===== src/rtl/bip_pkg.sv =====
// Shared BIP1 debug-path definitions: memory geometry,
// byte width and the dumper state encoding.
package bip_pkg;

   localparam int BYTE_WIDTH     = 8;
   localparam int BIP_RAM_WIDTH  = 16;
   localparam int BIP_RAM_DEPTH  = 1024;
   localparam int BIP_ADDR_WIDTH = 11;

   typedef enum logic [2:0] {
      ST_IDLE    = 3'd0,
      ST_READ    = 3'd1,
      ST_LATCH   = 3'd2,
      ST_SEND_HI = 3'd3,
      ST_WAIT_HI = 3'd4,
      ST_SEND_LO = 3'd5,
      ST_WAIT_LO = 3'd6,
      ST_DONE    = 3'd7
   } state_t;

endpackage


===== src/rtl/data_mem_dumper_if.sv =====
// Bundle between the dumper, the data_mem read port,
// the uart_tx handshake and the debug controller.
interface data_mem_dumper_if #(
   parameter int RAM_WIDTH  = bip_pkg::BIP_RAM_WIDTH,
   parameter int ADDR_WIDTH = bip_pkg::BIP_ADDR_WIDTH
);
   import bip_pkg::*;

   logic                  i_start;
   logic [ADDR_WIDTH-1:0] i_base_addr;
   logic [ADDR_WIDTH-1:0] i_count;
   logic [ADDR_WIDTH-1:0] o_addr;
   logic [RAM_WIDTH-1:0]  i_mem_data;
   logic [BYTE_WIDTH-1:0] o_tx_data;
   logic                  o_tx_start;
   logic                  i_tx_done;
   logic                  o_busy;
   logic                  o_done;

   modport master (
      input  i_start, i_base_addr, i_count,
      input  i_mem_data, i_tx_done,
      output o_addr, o_tx_data, o_tx_start,
      output o_busy, o_done
   );

   modport slave (
      output i_start, i_base_addr, i_count,
      output i_mem_data, i_tx_done,
      input  o_addr, o_tx_data, o_tx_start,
      input  o_busy, o_done
   );

endinterface


===== src/rtl/data_mem_dumper.sv =====
// Walks a data_mem range and streams each word to uart_tx
// as two bytes, high byte first.
module data_mem_dumper
   import bip_pkg::*;
#(
   parameter int RAM_WIDTH  = BIP_RAM_WIDTH,
   parameter int RAM_DEPTH  = BIP_RAM_DEPTH,
   parameter int ADDR_WIDTH = BIP_ADDR_WIDTH
) (
   input logic               i_clk,
   input logic               i_rst,
   data_mem_dumper_if.master bus
);

   localparam logic [ADDR_WIDTH:0] DEPTH_W =
      (ADDR_WIDTH+1)'(RAM_DEPTH);
   localparam logic [ADDR_WIDTH-1:0] ADDR_MASK =
      ADDR_WIDTH'(RAM_DEPTH-1);
   localparam logic [ADDR_WIDTH:0] ONE_W =
      (ADDR_WIDTH+1)'(1);

   state_t                state;
   logic [ADDR_WIDTH-1:0] addr_q;
   logic [ADDR_WIDTH:0]   remain_q;
   logic [RAM_WIDTH-1:0]  word_q;
   logic [BYTE_WIDTH-1:0] tx_data_q;
   logic [ADDR_WIDTH:0]   count_w;
   logic [ADDR_WIDTH-1:0] addr_inc;

   assign count_w  = {1'b0, bus.i_count};
   // High address bits are cleared so the walk wraps at RAM_DEPTH.
   assign addr_inc = (addr_q + ADDR_WIDTH'(1)) & ADDR_MASK;

   always_ff @(posedge i_clk) begin
      if (i_rst) begin
         state     <= ST_IDLE;
         addr_q    <= '0;
         remain_q  <= '0;
         word_q    <= '0;
         tx_data_q <= '0;
      end else begin
         unique case (state)
            ST_IDLE: begin
               if (bus.i_start) begin
                  if (bus.i_count != '0) begin
                     addr_q   <= bus.i_base_addr;
                     remain_q <= (count_w > DEPTH_W) ?
                                 DEPTH_W : count_w;
                     state    <= ST_READ;
                  end else begin
                     state <= ST_DONE;
                  end
               end
            end
            ST_READ:  state <= ST_LATCH;
            ST_LATCH: begin
               word_q    <= bus.i_mem_data;
               tx_data_q <=
                  bus.i_mem_data[RAM_WIDTH-1 -: BYTE_WIDTH];
               state     <= ST_SEND_HI;
            end
            ST_SEND_HI: state <= ST_WAIT_HI;
            ST_WAIT_HI: begin
               if (bus.i_tx_done) begin
                  tx_data_q <= word_q[BYTE_WIDTH-1:0];
                  state     <= ST_SEND_LO;
               end
            end
            ST_SEND_LO: state <= ST_WAIT_LO;
            ST_WAIT_LO: begin
               if (bus.i_tx_done) begin
                  if (remain_q == ONE_W) begin
                     state <= ST_DONE;
                  end else begin
                     addr_q   <= addr_inc;
                     remain_q <= remain_q - ONE_W;
                     state    <= ST_READ;
                  end
               end
            end
            ST_DONE: state <= ST_IDLE;
            default: state <= ST_IDLE;
         endcase
      end
   end

   assign bus.o_addr     = addr_q;
   assign bus.o_tx_data  = tx_data_q;
   assign bus.o_tx_start = (state == ST_SEND_HI) ||
                           (state == ST_SEND_LO);
   assign bus.o_busy     = (state != ST_IDLE);
   assign bus.o_done     = (state == ST_DONE);

endmodule

===== src/flat_wrapper.sv =====
// flat-port wrapper written by rule: the top's interface ports become plain ports
module data_mem_dumper_flat import bip_pkg::*;
#(
   parameter int RAM_WIDTH  = BIP_RAM_WIDTH,
   parameter int RAM_DEPTH  = BIP_RAM_DEPTH,
   parameter int ADDR_WIDTH = BIP_ADDR_WIDTH
)
  (i_clk, i_rst, bus_i_start, bus_i_base_addr, bus_i_count, bus_i_mem_data, bus_i_tx_done, bus_o_addr, bus_o_tx_data, bus_o_tx_start, bus_o_busy, bus_o_done);
  data_mem_dumper_if #(.RAM_WIDTH(RAM_WIDTH), .ADDR_WIDTH(ADDR_WIDTH)) bus_i ();
  input logic i_clk;
  input logic i_rst;
  input wire logic [$bits(bus_i.i_start)-1:0] bus_i_start;
  input wire logic [$bits(bus_i.i_base_addr)-1:0] bus_i_base_addr;
  input wire logic [$bits(bus_i.i_count)-1:0] bus_i_count;
  input wire logic [$bits(bus_i.i_mem_data)-1:0] bus_i_mem_data;
  input wire logic [$bits(bus_i.i_tx_done)-1:0] bus_i_tx_done;
  output wire logic [$bits(bus_i.o_addr)-1:0] bus_o_addr;
  output wire logic [$bits(bus_i.o_tx_data)-1:0] bus_o_tx_data;
  output wire logic [$bits(bus_i.o_tx_start)-1:0] bus_o_tx_start;
  output wire logic [$bits(bus_i.o_busy)-1:0] bus_o_busy;
  output wire logic [$bits(bus_i.o_done)-1:0] bus_o_done;
  assign bus_i.i_start = bus_i_start;
  assign bus_i.i_base_addr = bus_i_base_addr;
  assign bus_i.i_count = bus_i_count;
  assign bus_i.i_mem_data = bus_i_mem_data;
  assign bus_i.i_tx_done = bus_i_tx_done;
  assign bus_o_addr = bus_i.o_addr;
  assign bus_o_tx_data = bus_i.o_tx_data;
  assign bus_o_tx_start = bus_i.o_tx_start;
  assign bus_o_busy = bus_i.o_busy;
  assign bus_o_done = bus_i.o_done;
  data_mem_dumper #(.RAM_WIDTH(RAM_WIDTH), .RAM_DEPTH(RAM_DEPTH), .ADDR_WIDTH(ADDR_WIDTH)) u_core (.i_clk(i_clk), .i_rst(i_rst), .bus(bus_i));
endmodule

===== config.mk =====
export PLATFORM = sky130hd
export DESIGN_NAME = data_mem_dumper_flat
export DESIGN_NICKNAME = d
export VERILOG_FILES = /design/src/rtl/bip_pkg.sv /design/src/rtl/data_mem_dumper_if.sv /design/src/rtl/data_mem_dumper.sv /design/src/flat_wrapper.sv
export SDC_FILE = /design/constraint.sdc
export NUM_CORES = 1
export LEC_CHECK = 0
export BUFFER_PORTS_ARGS = -buffer_cell sky130_fd_sc_hd__clkbuf_2
export CORE_MARGIN = 2
export CORE_UTILIZATION = 47
export DETAILED_ROUTE_END_ITERATION = 12
export GPL_ROUTABILITY_DRIVEN = 1
export PLACE_DENSITY = 0.84
export SLEW_MARGIN = 20
export SYNTH_ARGS = -nofsm -noshare
export SYNTH_HDL_FRONTEND = slang
export SYNTH_SLANG_ARGS = --single-unit

===== constraint.sdc =====
create_clock -name i_clk -period 1.7 [get_ports i_clk]
set_input_delay 0.255 -clock i_clk [delete_from_list [all_inputs] [get_ports i_clk]]
set_output_delay 0.255 -clock i_clk [all_outputs]
set_load 0.1 [all_outputs]

After elaboration in Yosys (flattened, before gate mapping)
Cells that the tools add are included.
Widths: inputs -> output; s select.
{ "totals": {"input_bits": 42, "wordCells": 49, "regBits": 42, "out_inout_bits": 22} }
{ "op_classes": {"reduce_logical": 9, "n_addsub": 2, "magnitude_cmp": 1, "muxes": 19, "n_eq_ne": 13} }
{ "op_table": {"columns": ["cell", "n"], "rows": [
  ["$mux 11", 5],
  ["$mux 12", 4],
  ["$pmux 12 s2", 1],
  ["$pmux 3 s8", 1],
  ["$pmux 11 s2", 1],
  ["$pmux 8 s2", 1],
  ["$mux 3", 5],
  ["$eq 12x1->1 const B", 1],
  ["$eq 3x3->1 const B", 4],
  ["$sub 12x1->12 const B", 1],
  ["$gt 11x11->1 const B", 1],
  ["$reduce_bool 11->1", 1],
  ["$add 10x1->10 const B", 1],
  ["$mux 8", 1],
  ["$ne 2x2->1 const B", 4],
  ["$eq 3x2->1 const B", 2],
  ["$reduce_and 5->1", 1],
  ["$reduce_bool 2->1", 2],
  ["$eq 3x1->1 const B", 1],
  ["$logic_not 3->1", 1],
  ["$reduce_and 3->1", 1],
  ["$reduce_bool 3->1", 1],
  ["$ne 2x1->1 const B", 1],
  ["$reduce_and 2->1", 1],
  ["$logic_or 1x1->1", 1]
]} }

Longest topological paths before layout
{ "depth": {"word_depth": 5, "ltp_mapped": 8, "depth_no_buf": 6} }

Worst setup path after synthesis
No wires, ideal clock.
{ "synth_timing": {"path_kind": "reg2reg", "startpoint": "register u_core.addr_q[0] (netlist: u_core.bus.o_addr[0])", "endpoint": "register u_core.addr_q[8] (netlist: u_core.bus.o_addr[8])", "slack_ns": -0.593, "n_path_buf": 0, "path_stages_with_launch": 7, "required_ns": 1.614, "setup_time_ns": 0.086, "synth_period_minus_slack_ns": 2.293, "arrival_ns": 2.207, "path_cell_list": "dfxtp_1 -> ha_1 -> nand3_1 -> or2_2 -> o21ai_0 -> a31oi_1 -> a211oi_1"} }
{ "synth_between": {"elab_chain_cells": 4} }
{ "synth_lines": {"columns": ["element", "line_no", "text"], "rows": [
  ["start, declared", "data_mem_dumper.sv:23", "logic [ADDR_WIDTH-1:0] addr_q;"],
  ["start signal, assigned", "data_mem_dumper.sv:46", "addr_q <= bus.i_base_addr;"],
  ["start signal, assigned", "data_mem_dumper.sv:75", "addr_q <= addr_inc;"],
  ["$add 10x1->10", "data_mem_dumper.sv:32", "assign addr_inc = (addr_q + ADDR_WIDTH'(1)) & ADDR_MASK;"],
  ["$mux 11", "data_mem_dumper.sv:72", "if (remain_q == ONE_W) begin"],
  ["$mux 11", "data_mem_dumper.sv:71", "if (bus.i_tx_done) begin"],
  ["$pmux 11 s2", "data_mem_dumper.sv:42", "unique case (state)"]
]} }
No other way between the ends. The select of a mux whose other input is x is not followed.
A chain may end at the register's enable or synchronous reset.

Worst setup path after layout
{ "layout_timing": {"startpoint": "register u_core.state[1]", "endpoint": "register u_core.remain_q[11]"} }
{ "layout_between": {"elab_chain_cells": 3, "elab_cells_between_ends": 9, "classes_between": "5 x eq/ne; 1 x mux; 3 x reduce/logical"} }
{ "layout_lines": {"columns": ["element", "line_no", "text"], "rows": [
  ["start, declared", "data_mem_dumper.sv:22", "state_t state;"],
  ["start signal, assigned", "data_mem_dumper.sv:36", "state <= ST_IDLE;"],
  ["start signal, assigned", "data_mem_dumper.sv:49", "state <= ST_READ;"],
  ["start signal, assigned", "data_mem_dumper.sv:51", "state <= ST_DONE;"],
  ["$eq 3x3->1 / $logic_not 3->1 (equally long branches)", "data_mem_dumper.sv:42", null],
  ["$ne 2x2->1 (no source line), or another cell as far along", null, null],
  ["$reduce_and 5->1 (no source line)", null, null],
  ["end signal, assigned", "data_mem_dumper.sv:47", "remain_q <= (count_w > DEPTH_W) ?"],
  ["end signal, assigned", "data_mem_dumper.sv:76", "remain_q <= remain_q - ONE_W;"],
  ["end, declared", "data_mem_dumper.sv:24", "logic [ADDR_WIDTH:0] remain_q;"]
]} }
Several ways; a longest one is shown, not always the timed one.

==> impl_results.md <==
- Yosys warnings: 0
- CP max stage delay: 390 ps
- Post-synth top flop: dfxtp_1
- Largest net degree at the start of global routing: 44
- Post-DP HPWL: 5009 um
- Initial Util: 49.79%
- Final Max Slew Viols: 0
- Worst Max-Slew Pin Slew: 547.3 ps
- Most used cell, CP: buf_4
- Cell breakdown of the critical path: or3_4 -> nor4b_4 -> buf_4 -> a211oi_4 -> buf_4 -> buf_6 -> nand4_1 -> a21oi_1
- Hold path start: bus_i_mem_data[4]
- RSZ-0062 raised after global routing: yes
- CTS tree: yes
- Die Ht: 75.44 um
- Area contributors post-synth: dfxtp_1 35%, mux2i_1 6.7%, a21oi_1 6.1%
- Area Growth Syn to Fin: 42.04%
- Clock Latency Late Sink: 300 ps
- Nets: 440
- Slowest CP cell: or3_4
- Gr ovfl total: 0
- ANT cells: 0
- Worst EP arrival: 1980 ps
- Clk slew on worst S/H paths: 80 ps
- PnR worst setup slack: -100.1 ps
- DR DRC count: 0
- Area of the mapped netlist: 0.002399 mm^2
- Number of global-route vias before repair: 2486
- Crit path max fanout: 5
- PD cells: 697.2 mW/mm^2
- Core box area: 0.004817 mm^2
- Ports: 64
- Maximum vdd drop: 0.3987 mV
- Worst hold slack: 190.2 ps
- Via count: 2706
- Detail Route Antenna Nets: 0
- Die Wd: 75.44 um
- Syn Nets: 339
- Final setup fails: 23
- CP Launch Type: register
- GPL Wtd Cong: 0.9067
- Worst Skew: 6.735 ps
- Seq cells post-synth: 42
- Top-area cell type share of the netlist area: 35.05%
- Buffers on Ports: 63
- Post-DR wirelength/cell: 16.08 um
- Routed wire length: 7429 um
- Pleak: 1.420 nW
- Slew headroom: 63.67%
- Reg-to-Reg Start: u_core.state[1]$_SDFFE_PP0P_
- Syn_area_per_cell: 8.158 um^2
- Crit path kind: register to register
- Vias/cell: 5.857
- Failing checks: setup timing
- Period Utilization, post-route: 105.9%
- Number of core rows: 25
- Share of layout cells above drive strength 1: 42.28%
- Synth Instances: 294
- Worst Setup SP: u_core.state[1]$_SDFFE_PP0P_
- CTS Root Cell: clkbuf_8
- EDFF count, synth: 0
- Synth cell count leaders: 42 x dfxtp_1, 38 x nor2_1, 29 x a21oi_1, 16 x mux2i_1, 15 x nand2_1
- R2r setup slk: -100 ps
- Fraction of registers with async set/reset: 0%
- GRT Total Usage: 25.47%
- Status: finished, violations left
- Max Fclk: 0.5555 GHz
- Starting DRC count in detailed routing: 175
- Final Hold Vio Count: 0
- Detailed Routing Iterations Pass 1: 5
- Top cell type by total area after synthesis: dfxtp_1
- Crit path time final: 1800 ps
- CTS Buf Count: 5
- Clk buf depth: 2
- Htree depth: 2
- Distinct cell type count of the synthesized netlist: 49
- Max cap viols: 0
- Crit path required time: 1880 ps
- Initial antenna violation count: 0
- CP Capture Type: register
- Overall Power: 2.375 mW
- Die Area: 0.005690 mm^2
- First-pass GRT wire length: 10980 um
- Post-synthesis sequential area ratio: 35.05%
- Filler Cells Inserted: 386
- Sink Count: 42
- HP Class: primary input to register
- Most common cell in the netlist: dfxtp_1
- Setup WS pre-CTS: -295.0 ps
-- critical path: cells and delay by family (launching register included) --
kind                   cells  cell delay (ps)
AO/OA/AOI/OAI              2              120
buffers and inverters      3              470
flip-flops                 1              360
AND/OR/NAND/NOR            3              720
-- power by group --
part           internal [mW]  leakage [nW]  switching (mW)
clock                  0.276        0.0438           0.340
combinational          0.251          1.03           0.431
sequential              1.03         0.347          0.0496
total                   1.55          1.42           0.820
-- routing by layer --
metal	GRT usage, %	vias to the layer above	wire length [um]
met5	0	-	0
li1	-	1305	-
met2	43.86	144	3572
met1	29.32	1233	3038
met4	14.04	0	259
met3	5.423	24	559
-- logic make-up (layout without fill, tap and decap cells) --
| family | after synthesis | count (layout) | share of synthesized area [%] |
|---|---|---|---|
| buffers and inverters | 28 | 128 | 5.269 |
| flip-flops | 42 | 42 | 35.05 |
| AO/OA/AOI/OAI | 90 | 91 | 25.72 |
| AND/OR/NAND/NOR | 112 | 112 | 24.62 |
| adder cells (fa/ha/maj) | 3 | 3 | 1.565 |
| multiplexers | 16 | 16 | 6.677 |
| XOR/XNOR | 3 | 3 | 1.096 |
-- cells in the final DEF (no fill, tap or decap), types with 3 or more instances in the layout --
cell type,count
a31oi_1,10
a21oi_1,24
nor2_1,37
o31a_1,3
nand4_1,7
buf_4,44
ha_1,3
nand3_1,7
a211oi_2,3
nor3_1,8
mux2i_1,16
a311oi_1,3
dfxtp_2,6
a211oi_1,4
o21ai_0,7
and3_1,4
nand3_2,5
o31ai_1,12
nand2_1,13
dfxtp_4,3
clkbuf_2,60
nand3b_1,3
buf_12,3
nor3b_1,4
inv_1,6
buf_6,7
o311ai_1,3
dfxtp_1,33
clkbuf_8,6
a21oi_2,5
-- metrics by stage --
stage | std cells | cell area (um^2) | setup TNS [ps] | util (%)
after floorplan | 294 | 2441 | -2725 | -
after global placement | 445 | 3097 | -4657 | 64.29
after detailed placement | 445 | 3097 | -6160 | 64.29
final | 462 | 3407 | -1139 | 70.73
after global routing | 462 | 3407 | -2783 | 70.73
after CTS | 458 | 3304 | -942.0 | 68.60
-- layout make-up --
cell class	instances	area, um^2	share of cell area (%)
Inverter	6	22.52	0.6610
Clock buffer	5	68.82	2.020
Sequential cell	42	859.6	25.23
Tap cell	67	83.83	2.461
Timing Repair Buffer	115	783.3	22.99
Clock inverter	2	10.01	0.2938
Multi-Input combinational cell	225	1579	46.35
-- final timing paths --
| path | to | depth (start not counted) |
|---|---|---|
| setup / recovery | u_core.remain_q[11]$_SDFFE_PP0P_ | 8 |
| hold / removal | u_core.word_q[4]$_SDFFE_PP0P_ | 3 |
| setup reg to reg | u_core.remain_q[11]$_SDFFE_PP0P_ | 8 |
| hold reg to reg | u_core.bus.o_addr[10]$_SDFFE_PP0P_ | 2 |
-- what timing repair did --
action,CTS,global route
pin swaps,17,9
setup buffers,5,2
setup endpoints to repair,25,35
hold buffers,0,0
resized for setup,21,23
cloned,1,2
-- sequential cells by signal, summed over array words and instances, names as in the netlist --
signal	flops
u_core.bus.o_addr	11
u_core.bus.o_tx_data	8
u_core.remain_q	12
u_core.state	3
u_core.word_q	8
No activity file was read; power rests on OpenSTA's default activity.
